<file path="src/rtl/dport_ctrl.sv">
// dport_ctrl: memory-mapped debug output port.
// Buffers bytes written to DATA in a FIFO and drains them over a
// ready/valid style handshake. Raises a sticky done flag once a done
// request has been made and every buffered byte has been delivered.
module dport_ctrl #(
  parameter int DEPTH_LOG2 = 4
) (
  input  logic       clk,
  input  logic       rst_n,
  input  logic       cs,
  input  logic       we,
  input  logic [1:0] addr,
  input  logic [7:0] data_in,
  output logic [7:0] data_out,
  output logic [7:0] dport_out,
  output logic       dport_write,
  input  logic       dport_ready,
  output logic       done
);

  localparam int Depth = 1 << DEPTH_LOG2;
  localparam int CntW  = DEPTH_LOG2 + 1;
  localparam logic [CntW-1:0] FullCount = {1'b1, {DEPTH_LOG2{1'b0}}};

  logic [7:0]            mem [Depth];
  logic [DEPTH_LOG2-1:0] rdPtr_q, rdPtr_d;
  logic [DEPTH_LOG2-1:0] wrPtr_q, wrPtr_d;
  logic [CntW-1:0]       count_q, count_d;
  logic                  overflow_q, overflow_d;
  logic                  doneReq_q, doneReq_d;
  logic                  done_q, done_d;
  logic [7:0]            dataOut_q, dataOut_d;

  logic       busWrite, busRead;
  logic       isFull, isEmpty;
  logic       pop, push, drop, statusWrite, doneWrite;
  logic [31:0] countWide;
  logic [3:0] countSat;
  logic [7:0] readData;

  assign busWrite    = cs & we;
  assign busRead     = cs & ~we;
  assign isFull      = (count_q == FullCount);
  assign isEmpty     = (count_q == '0);
  assign pop         = ~isEmpty & dport_ready;
  // A pop in the same cycle frees the slot a push into a full FIFO needs.
  assign push        = busWrite & (addr == 2'd0) & (~isFull | pop);
  assign drop        = busWrite & (addr == 2'd0) & isFull & ~pop;
  assign statusWrite = busWrite & (addr == 2'd1);
  assign doneWrite   = busWrite & (addr == 2'd2);

  assign countWide = 32'(count_q);
  assign countSat  = (countWide > 32'd15) ? 4'hF : countWide[3:0];

  assign dport_write = ~isEmpty;
  assign dport_out   = mem[rdPtr_q];
  assign data_out    = dataOut_q;
  assign done        = done_q;

  // Register read mux, evaluated on the pre-edge state.
  always_comb begin
    readData = 8'h00;
    case (addr)
      2'd1:    readData = {isFull, isEmpty, overflow_q, doneReq_q, countSat};
      2'd2:    readData = {7'b0, done_q};
      default: readData = 8'h00;
    endcase
  end

  // Next-state for pointers, occupancy, flags and registered read data.
  always_comb begin
    rdPtr_d    = rdPtr_q;
    wrPtr_d    = wrPtr_q;
    count_d    = count_q;
    overflow_d = overflow_q;
    doneReq_d  = doneReq_q;
    dataOut_d  = 8'h00;

    if (pop)  rdPtr_d = rdPtr_q + DEPTH_LOG2'(1);
    if (push) wrPtr_d = wrPtr_q + DEPTH_LOG2'(1);

    case ({push, pop})
      2'b10:   count_d = count_q + CntW'(1);
      2'b01:   count_d = count_q - CntW'(1);
      default: count_d = count_q;
    endcase

    if (drop)
      overflow_d = 1'b1;
    else if (statusWrite && data_in[5])
      overflow_d = 1'b0;

    if (doneWrite) doneReq_d = 1'b1;

    // Done looks at the post-edge occupancy so the last pop counts.
    done_d = done_q | (doneReq_d & (count_d == '0));

    if (busRead) dataOut_d = readData;
  end

  // FIFO storage; contents need no reset since occupancy gates visibility.
  always_ff @(posedge clk) begin
    if (push) mem[wrPtr_q] <= data_in;
  end

  // Control state register with asynchronous active-low reset.
  always_ff @(posedge clk or negedge rst_n) begin
    if (!rst_n) begin
      rdPtr_q    <= '0;
      wrPtr_q    <= '0;
      count_q    <= '0;
      overflow_q <= 1'b0;
      doneReq_q  <= 1'b0;
      done_q     <= 1'b0;
      dataOut_q  <= 8'h00;
    end else begin
      rdPtr_q    <= rdPtr_d;
      wrPtr_q    <= wrPtr_d;
      count_q    <= count_d;
      overflow_q <= overflow_d;
      doneReq_q  <= doneReq_d;
      done_q     <= done_d;
      dataOut_q  <= dataOut_d;
    end
  end

endmodule

</file>
<file path="config.mk">
export PLATFORM = sky130hd
export DESIGN_NAME = dport_ctrl
export DESIGN_NICKNAME = d
export VERILOG_FILES = /design/src/rtl/dport_ctrl.sv
export SDC_FILE = /design/constraint.sdc
export NUM_CORES = 1
export LEC_CHECK = 0
export BUFFER_PORTS_ARGS = -buffer_cell sky130_fd_sc_hd__buf_2
export CAP_MARGIN = 20
export CORE_ASPECT_RATIO = 2
export CORE_UTILIZATION = 25
export DETAILED_ROUTE_END_ITERATION = 10
export SLEW_MARGIN = 0
export SYNTH_ARGS = -nofsm -noshare
export SYNTH_HDL_FRONTEND = slang
export SYNTH_SLANG_ARGS = --single-unit
</file>
<file path="constraint.sdc">
create_clock -name clk -period 7.85 [get_ports clk]
set_clock_uncertainty 0.05 [all_clocks]
set_input_delay 0.785 -clock clk [delete_from_list [all_inputs] [get_ports clk]]
set_output_delay 0.785 -clock clk [all_outputs]
set_load 0.02 [all_outputs]
</file>
# Word-level counts from Yosys, hierarchy flattened
# Memories as Yosys holds them, arrays and structs flattened.
# Cells that the tools add are included.
# W data, S select, Z words.
dict set report word_totals {
  regBits 24
  ram_bits 128
  output_inout_bits 18
  word_cells 48
  memories 1
}
dict set report classes {
  add_sub_neg 4
  n_lt_le_gt_ge 1
  eq_ne 5
  n_mux 9
  n_bitwise 16
  reduce_logical 5
}
# memory depth word_bits read_ports rd_ports_with_merged_regs wr line
set mem_list {}
lappend mem_list {mem 16 8 1 0 1 25} ;# logic [7:0] mem [Depth];
# cell n
set op_table {}
lappend op_table {{$pmux W8 S2} 1}
lappend op_table {{$and A1 B1 Y1} 10}
lappend op_table {{$logic_not A5 Y1} 2}
lappend op_table {{$pmux W5 S2} 1}
lappend op_table {{$add A4 B1 Y4 const B} 2}
lappend op_table {{$mux W8} 1}
lappend op_table {{$add A5 B1 Y5 const B} 1}
lappend op_table {{$eq A5 B5 Y1 const B} 1}
lappend op_table {{$gt A5 B4 Y1 const B} 1}
lappend op_table {{$mux W1} 5}
lappend op_table {{$sub A5 B1 Y5 const B} 1}
lappend op_table {{$eq A2 B1 Y1 const B} 2}
lappend op_table {{$eq A2 B2 Y1 const B} 2}
lappend op_table {{$mux W4} 1}
lappend op_table {{$not A1 Y1} 4}
lappend op_table {{$logic_not A2 Y1} 1}
lappend op_table {{$or A1 B1 Y1} 2}
lappend op_table {{$reduce_bool A2 Y1} 1}
lappend op_table {{$logic_and A1 B1 Y1} 1}

# Logic depth before layout (Yosys ltp)
dict set report logic_depth {
  ltp_word 10
  ltp_mapped 12
}

# Worst setup path before layout
# Ideal clock, no wire load.
dict set report synth_timing {
  kind {input to register}
  start {input port addr[0]}
  end {register done_q, in the netlist done}
  arrival_ns 2.913
  required_ns 7.696
  slack_ns 4.784
  stages 11
  cell_sequence {inv_1 ha_1 and3_1 clkbuf_1 nor2_1 xor2_1 ha_1 a311oi_1 nand3_1 a31o_2 o41ai_2}
}
dict set report synth_via {
  elab_chain_cells 8
  elab_cells_between_ends 12
  cone_classes {eq/ne: 3; mux: 2; bitwise: 5; reduce/logical: 2}
}
# item line
set synth_rtl {}
lappend synth_rtl {{from (decl)} 12} ;# input logic [1:0] addr,
lappend synth_rtl {{$logic_not A2 Y1 *} 47} ;# assign push = busWrite & (addr == 2'd0) & (~isFull | pop);
lappend synth_rtl {{$and A1 B1 Y1 * (2 in a row)} 47}
lappend synth_rtl {{$eq A2 B1 Y1 / $eq A2 B2 Y1 (equally long branches)} 82} ;# case ({push, pop})
lappend synth_rtl {{$pmux W5 S2 *} 82}
lappend synth_rtl {{net count_d[4]} 28} ;# logic [CntW-1:0] count_q, count_d;
lappend synth_rtl {{$logic_not A5 Y1 *} 96} ;# done_d = done_q | (doneReq_d & (count_d == '0));
lappend synth_rtl {{$and A1 B1 Y1 *} 96}
lappend synth_rtl {{$or A1 B1 Y1 *} 96}
lappend synth_rtl {{net done_d} 31} ;# logic done_q, done_d;
lappend synth_rtl {{to (signal assigned)} 122} ;# done_q <= done_d;
lappend synth_rtl {{to (decl)} 31}
# Mark *: on every way through the listed nets, which the timed path passes. The rest lies on a longest branch.
# A chain may end at the register's enable or synchronous reset.

# Worst setup path after layout
dict set report layout_timing {
  start {register rdPtr_q[0]}
  end {output port dport_out[5]}
}
dict set report layout_via {
  elab_chain_cells 1
}
# item line
set layout_rtl {}
lappend layout_rtl {{from (decl)} 26} ;# logic [DEPTH_LOG2-1:0] rdPtr_q, rdPtr_d;
lappend layout_rtl {{from (signal assigned)} 117} ;# rdPtr_q <= rdPtr_d;
lappend layout_rtl {{$mem_v2 Z16 W8} n/a}
lappend layout_rtl {{to (decl)} 15} ;# output logic [7:0] dport_out,
# Every way passes these cells.

==> impl_metrics.json <==
{
  "rows": 81,
  "ctsResizeCount": 0,
  "die_height_um": 224.9,
  "fin_nets": 392,
  "design_area_um2": 7322,
  "cts_buffers": 17,
  "layout_setup_ws_ps": 4185,
  "ios": 33,
  "cts.clk_slew.worst_paths_ps": 60,
  "setup_violations": 0,
  "drc_errors": 0,
  "antenna_cells": 0,
  "layout-drive-gt1-share_pct": 31.50,
  "portBuffers": 32,
  "relSlewSlack_pct": 51.81,
  "drt-total-wl_um": 13070,
  "hpwlAfterDp_um": 8720,
  "min_path_type": "in -> async",
  "ys.flop_type": "edfxtp_1",
  "dieArea_um2": 25510,
  "finalWeightedCongestion": 0.7917,
  "synth.avg_cell_area_um2": 18.87,
  "grt_overflow": 0,
  "vias_per_cell": 4.453,
  "setup_tns_ps": 0,
  "cp_max_fo": 23,
  "grt_pass1_vias": 3369,
  "synthArstFlopShare_pct": 15.79,
  "track_usage_pct": 11.09,
  "synth-edff-count": 128,
  "ir_worst_vdd_uv": 121.2,
  "finalMaxSlewViolations": 0,
  "die_w_um": 113.4,
  "vias": 3175,
  "cts_num_sinks": 152,
  "period_share_pct": 46.68,
  "ys_warn_count": 0,
  "p_leak_uw": 0.002450,
  "r2r-start": "count_q[0]$_DFF_PN0_",
  "final_cell_mix": "edfxtp_1, mux4_2, buf_2, dfrtp_1, clkbuf_16",
  "cp.required_ps": 7010,
  "grt_pass1_wl_um": 19920,
  "antenna_found_initial": 0,
  "status": "finished, final reports clean",
  "cellPowerDensity_nw_per_um2": 325.4,
  "end_kind": "primary output",
  "start_util_pct": 25.42,
  "syn_inst": 329,
  "cts.htree.levels": 4,
  "dp_cells": 681,
  "dr.first_iter.drc_count": 293,
  "ctsHoldBuffers": 0,
  "tightest_slew_ps": 722.8,
  "dr.pass1.iters": 4,
  "clock_path_buffers": 2,
  "synth_nets": 353,
  "grt_max_degree": 36,
  "final_common_cell": "edfxtp_1",
  "cts-root-buf": "clkbuf_16",
  "synth_cell_types": 38,
  "yosys_register_bits": 152,
  "final.min_clock_period_ps": 3665,
  "tritoncts": "yes",
  "antenna_left": 0,
  "placed_cell_area_um2": 6751,
  "netlist_area_um2": 6210,
  "clock.fmax_ghz": 0.2729,
  "seq_area_frac_synth_pct": 71.57,
  "maxCapViolCount": 0,
  "fillCellCount": 2386,
  "clk-insertion-delay-late_ps": 420,
  "rsz0062_at_grt": "false",
  "area.growth.synth_to_final_pct": 17.91,
  "cp-startpoint": "rdPtr_q[0]$_DFFE_PN0N_",
  "pre_cts_ws_ps": 4453,
  "stdcell_count": 713,
  "crit_type": "reg -> out",
  "arrival_ps": 2830,
  "wl_per_cell_um": 18.33,
  "worstSetupStartpointType": "flip-flop",
  "hold_viol_final": 0,
  "cts_setup_buffers": 0,
  "core_area_um2": 24420
}
worst max-delay path: stages (launching register included):
cell and delay, ps:
dfrtp_2 640, buf_4 480, mux4_2 580, mux4_2 510, buf_2 190
cell families (layout without fill, tap and decap cells):
kind of cell | Yosys count | in the layout | synth area share, %
AO/OA/AOI/OAI | 25 | 25 | 3.103
XOR/XNOR | 10 | 10 | 1.411
adder cells (fa/ha/maj) | 9 | 9 | 1.813
buffers and inverters | 23 | 75 | 1.592
flip-flops | 152 | 152 | 71.57
multiplexers | 40 | 40 | 14.51
AND/OR/NAND/NOR | 70 | 70 | 6.004
metal layers:
layer | global-route usage (%) | part of all wire [%] | vias up
li1 | - | - | 1397
met1 | 11.12 | 38 | 1681
met2 | 21.20 | 57 | 76
met3 | 1.913 | 2.6 | 21
met4 | 6.154 | 2.4 | 0
met5 | 0 | 0 | -
synth_stat cells (all sizes together) (2+ instances only):
library cell | n | area [um2]
edfxtp | 128 | 3844
mux4 | 40 | 900.9
dfrtp | 24 | 600.6
nor2 | 14 | 52.55
nand2 | 13 | 48.80
clkbuf | 11 | 41.29
and2 | 10 | 62.56
and3 | 9 | 56.30
ha | 9 | 112.6
xnor2 | 9 | 78.83
buf | 7 | 38.79
nand4 | 7 | 43.79
a21oi | 6 | 30.03
inv | 5 | 18.77
o21ai | 5 | 25.02
nor3b | 4 | 30.03
a31o | 3 | 26.28
nand3 | 3 | 15.01
nor2b | 3 | 18.77
nor3 | 3 | 15.01
o21a | 2 | 22.52
o41ai | 2 | 25.03
state kept, by name, indices dropped and copies added, names as in the netlist:
register    count
done            1
data_out        8
wrPtr_q         4
overflow_q      1
mem           128
rdPtr_q         4
doneReq_q       1
count_q         5
worst paths after layout:
check | endpoint | slack (ps) | cells after the start
max | dport_out[5] | 4190 | 4
min | count_q[4]$_DFF_PN0_ | 300 | 1
max reg2reg | done$_DFF_PN0_ | 4490 | 9
min reg2reg | done$_DFF_PN0_ | 450 | 2
max in group asynchronous | rdPtr_q[0]$_DFFE_PN0N_ | 7050 | 1
min in group clk | done$_DFF_PN0_ | 450 | 2
per-stage QoR:
step | hold WS, ps | power, uW | util, %
final | 299.6 | 2383 | 29.98
after CTS | 304.6 | 2416 | 29.98
after detailed placement | 444.4 | 1644 | 27.64
after global placement | 428.3 | 1626 | 27.64
after global routing | 332.7 | 2492 | 29.98
after floorplan | 389.7 | 1482 | -
layout make-up:
cell class | instances | area [um2] | area share [%]
repair buffers | 38 | 205.2 | 2.802
inverters | 5 | 18.77 | 0.2563
flip-flops and latches | 152 | 4446 | 60.71
multi-input cells | 154 | 1667 | 22.76
clock inverters | 15 | 145.1 | 1.982
clock buffers | 17 | 425.4 | 5.810
well taps | 332 | 415.4 | 5.673
where the power goes:
group	internal, uW	switching, uW	leakage (uW)
clock network	441	331	0.000264
logic	309	282	0.000736
registers	917	102	0.00145
(Power assumes the default switching activity.)
